File: src/rtl/act_pkg.sv
// act_unit shared types and fixed-point constants.
// The piecewise-linear sigmoid breakpoints and offsets are scaled by FRAC_BITS.
package act_pkg;

  typedef enum logic [1:0] {
    ACT_BYPASS,
    ACT_RELU,
    ACT_LEAKY,
    ACT_SIGMOID
  } act_mode_e;

  typedef enum logic [1:0] {
    SEG_LO,
    SEG_MID,
    SEG_HI,
    SEG_SAT
  } act_seg_e;

  localparam int unsigned LEAKY_SHIFT = 3;

  // num / 2^sh in fixed point with fb fraction bits
  function automatic logic [63:0] fx(
    input int unsigned num,
    input int unsigned sh,
    input int unsigned fb
  );
    return (64'(num) << fb) >> sh;
  endfunction

  // breakpoints: 1.0, 2.375, 5.0
  function automatic logic [63:0] plan_brk(
    input int unsigned idx,
    input int unsigned fb
  );
    if (idx == 0) return fx(1, 0, fb);
    if (idx == 1) return fx(19, 3, fb);
    return fx(5, 0, fb);
  endfunction

  // offsets: 0.5, 0.625, 0.84375
  function automatic logic [63:0] plan_off(
    input int unsigned idx,
    input int unsigned fb
  );
    if (idx == 0) return fx(1, 1, fb);
    if (idx == 1) return fx(5, 3, fb);
    return fx(27, 5, fb);
  endfunction

endpackage

File: src/rtl/act_if.sv
// act_unit stream interface: upstream beat in, result beat out.
// master drives beats and downstream ready; slave is the activation stage.
interface act_if #(
  parameter int DATA_WIDTH = 32,
  parameter int CH         = 4
);

  logic                     i_valid;
  logic                     o_ready;
  logic [1:0]               i_mode;
  logic [CH*DATA_WIDTH-1:0] i_data;
  logic                     o_valid;
  logic                     i_ready;
  logic [CH*DATA_WIDTH-1:0] o_data;

  modport master (
    output i_valid,
    output i_mode,
    output i_data,
    output i_ready,
    input  o_ready,
    input  o_valid,
    input  o_data
  );

  modport slave (
    input  i_valid,
    input  i_mode,
    input  i_data,
    input  i_ready,
    output o_ready,
    output o_valid,
    output o_data
  );

endinterface

File: src/rtl/act_unit_lane.sv
// act_lane: one lane of the 2-stage activation datapath.
// Stage 1 classifies the input, stage 2 forms the result.
module act_lane
  import act_pkg::*;
#(
  parameter int DATA_WIDTH = 32,
  parameter int FRAC_BITS  = 16
) (
  input  logic                  clk,
  input  logic                  rst_n,
  input  logic                  adv,
  input  logic                  in_valid,
  input  logic                  mid_valid,
  input  act_mode_e             mode,
  input  logic [DATA_WIDTH-1:0] x,
  output logic [DATA_WIDTH-1:0] y,
  output logic                  sat
);

  localparam int DW = DATA_WIDTH;

  localparam logic [DW-1:0] ONE  = DW'(plan_brk(0, FRAC_BITS));
  localparam logic [DW-1:0] BRK1 = DW'(plan_brk(1, FRAC_BITS));
  localparam logic [DW-1:0] BRK2 = DW'(plan_brk(2, FRAC_BITS));
  localparam logic [DW-1:0] OFF0 = DW'(plan_off(0, FRAC_BITS));
  localparam logic [DW-1:0] OFF1 = DW'(plan_off(1, FRAC_BITS));
  localparam logic [DW-1:0] OFF2 = DW'(plan_off(2, FRAC_BITS));

  localparam logic [DW-1:0] X_MAX = {1'b0, {(DW-1){1'b1}}};
  localparam logic [DW-1:0] X_MIN = {1'b1, {(DW-1){1'b0}}};

  logic          neg_c;
  logic [DW-1:0] abs_c;
  act_seg_e      seg_c;

  always_comb begin
    neg_c = x[DW-1];
    abs_c = x;
    if (neg_c) abs_c = (x == X_MIN) ? X_MAX : -x;
    seg_c = SEG_LO;
    unique case (1'b1)
      (abs_c >= BRK2):                   seg_c = SEG_SAT;
      (abs_c >= BRK1 && abs_c < BRK2):   seg_c = SEG_HI;
      (abs_c >= ONE && abs_c < BRK1):    seg_c = SEG_MID;
      (abs_c < ONE):                     seg_c = SEG_LO;
    endcase
  end

  act_mode_e     mode1;
  logic          neg1;
  logic [DW-1:0] abs1;
  logic [DW-1:0] x1;
  act_seg_e      seg1;

  always_ff @(posedge clk or negedge rst_n) begin
    if (!rst_n) begin
      mode1 <= ACT_BYPASS;
      neg1  <= 1'b0;
      abs1  <= '0;
      x1    <= '0;
      seg1  <= SEG_LO;
    end else if (adv && in_valid) begin
      mode1 <= mode;
      neg1  <= neg_c;
      abs1  <= abs_c;
      x1    <= x;
      seg1  <= seg_c;
    end
  end

  logic [DW-1:0] p;
  logic [DW-1:0] y_c;

  always_comb begin
    p = ONE;
    unique case (seg1)
      SEG_SAT: p = ONE;
      SEG_HI:  p = (abs1 >> 5) + OFF2;
      SEG_MID: p = (abs1 >> 3) + OFF1;
      SEG_LO:  p = (abs1 >> 2) + OFF0;
    endcase
    y_c = x1;
    unique case (mode1)
      ACT_BYPASS:  y_c = x1;
      ACT_RELU:    y_c = neg1 ? '0 : x1;
      ACT_LEAKY:   y_c = neg1 ? DW'($signed(x1) >>> LEAKY_SHIFT) : x1;
      ACT_SIGMOID: y_c = neg1 ? ONE - p : p;
    endcase
  end

  always_ff @(posedge clk or negedge rst_n) begin
    if (!rst_n) begin
      y   <= '0;
      sat <= 1'b0;
    end else if (adv && mid_valid) begin
      y   <= y_c;
      sat <= (mode1 == ACT_SIGMOID) && (seg1 == SEG_SAT);
    end
  end

endmodule

File: src/rtl/act_unit.sv
// act_unit: CH-lane activation stage, 2-deep pipe with global stall.
// Define ACT_SAT_CNT_EN to build the sigmoid saturation event counter.
module act_unit
  import act_pkg::*;
#(
  parameter int DATA_WIDTH = 32,
  parameter int FRAC_BITS  = 16,
  parameter int CH         = 4
) (
  input  logic        clk,
  input  logic        rst_n,
  act_if.slave        bus,
  input  logic        i_clr,
  output logic [15:0] o_sat_cnt
);

  localparam int DW = DATA_WIDTH;

  logic          mid_valid;
  logic          out_valid;
  logic          adv;
  logic [CH-1:0] sat;
  logic [CH*DW-1:0] data_q;
  act_mode_e     mode;

  assign adv         = !out_valid || bus.i_ready;
  assign bus.o_ready = adv;
  assign bus.o_valid = out_valid;
  assign bus.o_data  = data_q;
  assign mode        = act_mode_e'(bus.i_mode);

  always_ff @(posedge clk or negedge rst_n) begin
    if (!rst_n) begin
      mid_valid <= 1'b0;
      out_valid <= 1'b0;
    end else if (adv) begin
      mid_valid <= bus.i_valid;
      out_valid <= mid_valid;
    end
  end

  for (genvar k = 0; k < CH; k++) begin : g_lane
    act_lane #(
      .DATA_WIDTH (DW),
      .FRAC_BITS  (FRAC_BITS)
    ) u_lane (
      .clk       (clk),
      .rst_n     (rst_n),
      .adv       (adv),
      .in_valid  (bus.i_valid),
      .mid_valid (mid_valid),
      .mode      (mode),
      .x         (bus.i_data[k*DW +: DW]),
      .y         (data_q[k*DW +: DW]),
      .sat       (sat[k])
    );
  end

`ifdef ACT_SAT_CNT_EN
  logic [15:0] cnt;

  always_ff @(posedge clk or negedge rst_n) begin
    if (!rst_n) begin
      cnt <= '0;
    end else if (i_clr) begin
      cnt <= '0;
    end else if (out_valid && bus.i_ready && (|sat)
                 && cnt != 16'hFFFF) begin
      cnt <= cnt + 16'd1;
    end
  end

  assign o_sat_cnt = cnt;
`else
  logic unused_sat;
  assign unused_sat = ^{sat, i_clr};
  assign o_sat_cnt  = '0;
`endif

endmodule

File: src/flat_wrapper.sv
// flat-port wrapper written by rule: the top's interface ports become plain ports
module act_unit_flat import act_pkg::*;
#(
  parameter int DATA_WIDTH = 32,
  parameter int FRAC_BITS  = 16,
  parameter int CH         = 4
)
  (clk, rst_n, i_clr, o_sat_cnt, bus_i_valid, bus_i_mode, bus_i_data, bus_i_ready, bus_o_ready, bus_o_valid, bus_o_data);
  act_if #(.DATA_WIDTH(DATA_WIDTH), .CH(CH)) bus_i ();
  input  logic clk;
  input  logic rst_n;
  input  logic i_clr;
  output logic [15:0] o_sat_cnt;
  input wire logic [$bits(bus_i.i_valid)-1:0] bus_i_valid;
  input wire logic [$bits(bus_i.i_mode)-1:0] bus_i_mode;
  input wire logic [$bits(bus_i.i_data)-1:0] bus_i_data;
  input wire logic [$bits(bus_i.i_ready)-1:0] bus_i_ready;
  output wire logic [$bits(bus_i.o_ready)-1:0] bus_o_ready;
  output wire logic [$bits(bus_i.o_valid)-1:0] bus_o_valid;
  output wire logic [$bits(bus_i.o_data)-1:0] bus_o_data;
  assign bus_i.i_valid = bus_i_valid;
  assign bus_i.i_mode = bus_i_mode;
  assign bus_i.i_data = bus_i_data;
  assign bus_i.i_ready = bus_i_ready;
  assign bus_o_ready = bus_i.o_ready;
  assign bus_o_valid = bus_i.o_valid;
  assign bus_o_data = bus_i.o_data;
  act_unit #(.DATA_WIDTH(DATA_WIDTH), .FRAC_BITS(FRAC_BITS), .CH(CH)) u_core (.clk(clk), .rst_n(rst_n), .bus(bus_i), .i_clr(i_clr), .o_sat_cnt(o_sat_cnt));
endmodule
File: config.mk
export PLATFORM = sky130hd
export DESIGN_NAME = act_unit_flat
export DESIGN_NICKNAME = d
export VERILOG_FILES = /design/src/rtl/act_pkg.sv /design/src/rtl/act_if.sv /design/src/rtl/act_unit_lane.sv /design/src/rtl/act_unit.sv /design/src/flat_wrapper.sv
export SDC_FILE = /design/constraint.sdc
export NUM_CORES = 2
export LEC_CHECK = 0
export ABC_AREA = 1
export BUFFER_PORTS_ARGS = -buffer_cell sky130_fd_sc_hd__buf_2
export CORE_UTILIZATION = 55
export DETAILED_ROUTE_END_ITERATION = 8
export GPL_ROUTABILITY_DRIVEN = 0
export PLACE_DENSITY = 0.82
export SLEW_MARGIN = 5
export SYNTH_ARGS = -nofsm -noshare
export SYNTH_HDL_FRONTEND = slang
export SYNTH_SLANG_ARGS = --single-unit
File: constraint.sdc
create_clock -name clk -period 5.92 [get_ports clk]
set_input_delay 0.296 -clock clk [delete_from_list [all_inputs] [get_ports clk]]
set_output_delay 0.296 -clock clk [all_outputs]
set_load 0.02 [all_outputs]
==> results by group <==
Floorplanning
  • Die W: roughly 240 um
  • Core area: around 56000 sq um
  • Die height: about 240 um
  • Floorplan row count: a little under 90
  • Initial Util: 0.5563
  • I/O pin count: approximately 280
  • Die footprint: between 50000 and 60000 sq um

Logic synthesis
  • Seq cells post-synth: around 390
  • XOR/XNOR share of the synthesized area: 0.02014
  • FFs w/ async S/R, synth: 1.000
  • Synth Cell Area: around 31000 sq um
  • Adder-cell area share of the yosys netlist: 0.01159
  • Sequential fraction of the synthesis area: 0.3101
  • Largest area contributor in the netlist: dfrtp_1
  • Yosys Warn Count: 0
  • Syn_area_per_cell: around 6.2 sq um
  • Distinct cells, synth: 62
  • Synth top area cells: dfrtp_1 (31%), nand2_1 (18%), nand3_1 (9.5%)
  • Syn Inst Count: a little over 5k
  • Post-synthesis mux area share: 0
  • Synth Area in Simple Gates: 0.3837
  • Post-synth EDFFs: 0
  • Synth Flop Type: dfrtp_1
  • Largest family of logic cells by synthesized area: simple AND/OR/NAND/NOR gates
  • Synth top area share: 0.3101
  • Synth Area in Compound Gates: 0.1715

Place
  • Placed cell area: between 30000 and 40000 sq um
  • Placed cells: roughly 5.9k
  • IO buf count: around 260
  • Final HPWL from detailed placement: about 76000 um

Route
  • DR vias/cell: 5.944
  • Vias: between 30k and 40k
  • Drt drc: 0
  • WL per Instance: ~18 um
  • Initial DRC Count: ~4.7k
  • Drt total wl: ~100000 um
  • Drt pass-1 iters: 7
  • Final ANT Viol Nets: 0

Worst hold path
  • Worst hold path class: in2reg

Worst setup path
  • Crit Path Category: reg2reg
  • Crit path from: u_core.g_lane[2].u_lane.neg1
  • R2R cell count: 9
  • CP Capture Point: u_core.g_lane[2].u_lane.y[4]
  • Element type at the critical path end: flip-flop
  • Worst Path Arrival: 4.08 ns
  • Setup crit start kind: flip-flop
  • Worst R2R Setup Slack: about 2.4 ns
  • Worst Path Max Fanout: between 50 and 60
  • RR Endpoint: u_core.g_lane[2].u_lane.y[4]
  • WP data required: roughly 6.5 ns
  • Reg-to-reg critical path startpoint: u_core.g_lane[2].u_lane.neg1

CTS
  • CTS Buf Count: 47
  • CTS Sinks: roughly 390
  • # H-tree levels: 2
  • Worst-Skew Late Latency: roughly 0.6 ns
  • CTS max path bufs: 3
  • Clk root buf: clkbuf_16
  • CTS tree: yes
  • Clock Pin Slew Worst Setup and Hold Paths: about 0.06 ns

GRT
  • Met1 Usage GRT: 0.5015
  • GR peak layer: met2
  • Number of global-route vias before repair: 31.00k
  • First-pass GRT wire length: ~160000 um
  • GR Layer Usage met2: 0.5290
  • Initial antenna violation count: 1
  • Pin count of the biggest net entering global routing: around 170
  • Met3 usage: 0.06611
  • Total grt overflow: 0
  • GRT Overall Usage: 0.3544

Timing
  • Ratio of final minimum period to clock period: 0.5988
  • Period minus WS final: roughly 3.5 ns
  • Slew margin rel.: 0.1740
  • Worst Tran Pin Value: approximately 1.2 ns
  • Fin. max-slew vios: 0
  • Final setup viols: 0
  • FMAX: roughly 280 MHz
  • Final Hold Fails: 0
  • Setup TNS: 0 ns
  • Clock skew: about 0.021 ns
  • RSZ-0062 raised after global routing: no
  • Hold_ws: between 0.02 and 0.025 ns

Power
  • Peak supply drop: about 270 uV
  • Leak: between 0.015 and 0.02 uW
  • PwrDens: ~320 nW/um^2

Layout
  • Nets: roughly 5.4k
  • Area Overhead vs Synth: 10.22%
  • N_diodes: 0
  • Share of layout cells above drive strength 1: 0.09486
  • Finished Cell Area: around 35000 sq um
  • Final std cells w/o fill: ~6k

Flow run
  • Max Cap Viol: 0

Run status
  • Status: finished clean
state kept, by name, indices dropped and copies added, names as in the netlist:
signal and flops:
u_core.g_lane.u_lane.seg1 8, u_core.g_lane.u_lane.x1 124, u_core.bus.o_valid 1, u_core.g_lane.u_lane.mode1 2
u_core.g_lane.u_lane.neg1 4, u_core.mid_valid 1, u_core.g_lane.u_lane.y 128, u_core.g_lane.u_lane.abs1 120
worst min-delay path by stage:
stage	slack, ns	from	depth (start not counted)	end
after floorplan	0.0004	rst_n	0	u_core.bus.o_valid
after global placement	0.26	rst_n	1	u_core.g_lane[1].u_lane.y[10]
after detailed placement	0.26	rst_n	1	u_core.g_lane[1].u_lane.y[10]
after CTS	0.002	bus_i_data[12]	3	u_core.g_lane[0].u_lane.abs1[12]
after global routing	0.03	bus_i_data[85]	3	u_core.g_lane[2].u_lane.x1[21]
final	0.02	bus_i_data[66]	3	u_core.g_lane[2].u_lane.x1[2]
critical path, cell delays in order, from the launching register on:
cell	delay (ns)
dfrtp_1	0.33
buf_4	0.46
inv_1	0.52
nor2_1	0.72
inv_1	0.58
o2bb2ai_1	0.28
a21oi_1	0.08
a21oi_1	0.18
o21ai_0	0.20
nand2_1	0.13
logic make-up after synthesis:
| logic type | count (synthesis) |
|---|---|
| AO/OA/AOI/OAI | 943 |
| XOR/XNOR | 72 |
| adder cells (fa/ha/maj) | 29 |
| buffers and inverters | 796 |
| flip-flops | 388 |
| other | 1 |
| AND/OR/NAND/NOR | 2837 |
cells in the final DEF, fill, tap and decap left out, types with 13 or more instances in the layout:
master / netlist / final
nor2_1: 532 / 530
a21oi_1: 243 / 243
o31ai_1: 13 / 13
o221ai_1: 22 / 22
ha_1: 29 / 29
nand4_1: 64 / 64
inv_1: 518 / 515
dfrtp_1: 388 / 387
clkbuf_16: 0 / 49
buf_2: 27 / 262
a31oi_1: 31 / 31
xor2_1: 64 / 64
dlygate4sd3_1: 0 / 18
nand3b_1: 17 / 17
nor3_1: 42 / 42
o21ai_0: 416 / 416
conb_1: 1 / 16
nor2_2: 42 / 42
nand2_2: 16 / 16
o211ai_1: 36 / 36
o21ai_1: 37 / 37
a221oi_1: 35 / 35
buf_4: 24 / 23
inv_2: 22 / 22
nand2_1: 1488 / 1486
o22ai_1: 56 / 56
nand3_1: 593 / 593
report_power, final:
group | switching [uW] | total, uW | internal (uW)
registers | 686 | 3970 | 3290
logic | 2810 | 4060 | 1250
clock network | 1260 | 2960 | 1700
layer usage:
metal	part of all wire	wire length [um]	up-vias
li1	-	-	16910
met1	0.42	43770	16240
met2	0.43	44690	2142
met3	0.11	11870	287
met4	0.044	4650	2
met5	0.000086	9	-
synthesized netlist by cell type (all sizes together) (42+ instances only):
cell / number
nor2: 582
nor3: 42
nand2: 1505
nand4: 64
buf: 83
nand3: 602
a21oi: 245
dfrtp: 388
inv: 544
o22ai: 56
clkbuf: 162
o21ai: 453
xor2: 64
timing repair:
item / in CTS / in global routing
gates resized for setup: 0 / 0
endpoints found under the hold margin: 71 / 0
hold buffers: 18 / 0
setup buffers: 0 / 0
area by class of cell:
cell class                 count  area, sq um
clock buffer                  64         1363
clock inverter                22        186.4
fill                        5282        21770
inverter                     551         2095
multi-input combinational   3897        18470
sequential                   388         9711
tap                          756        945.9
timing repair buffer         307         1739
stage by stage:
| stage | setup WS (ns) | util | power, uW |
|---|---|---|---|
| after floorplan | 3.596 | - | 6558 |
| after global placement | 2.533 | 0.5824 | 7845 |
| after detailed placement | 2.476 | 0.5824 | 7933 |
| after CTS | 2.484 | 0.6131 | 10910 |
| after global routing | 2.078 | 0.6131 | 11600 |
| final | 2.375 | 0.6131 | 10990 |
Power figures use the tool's default switching activity.
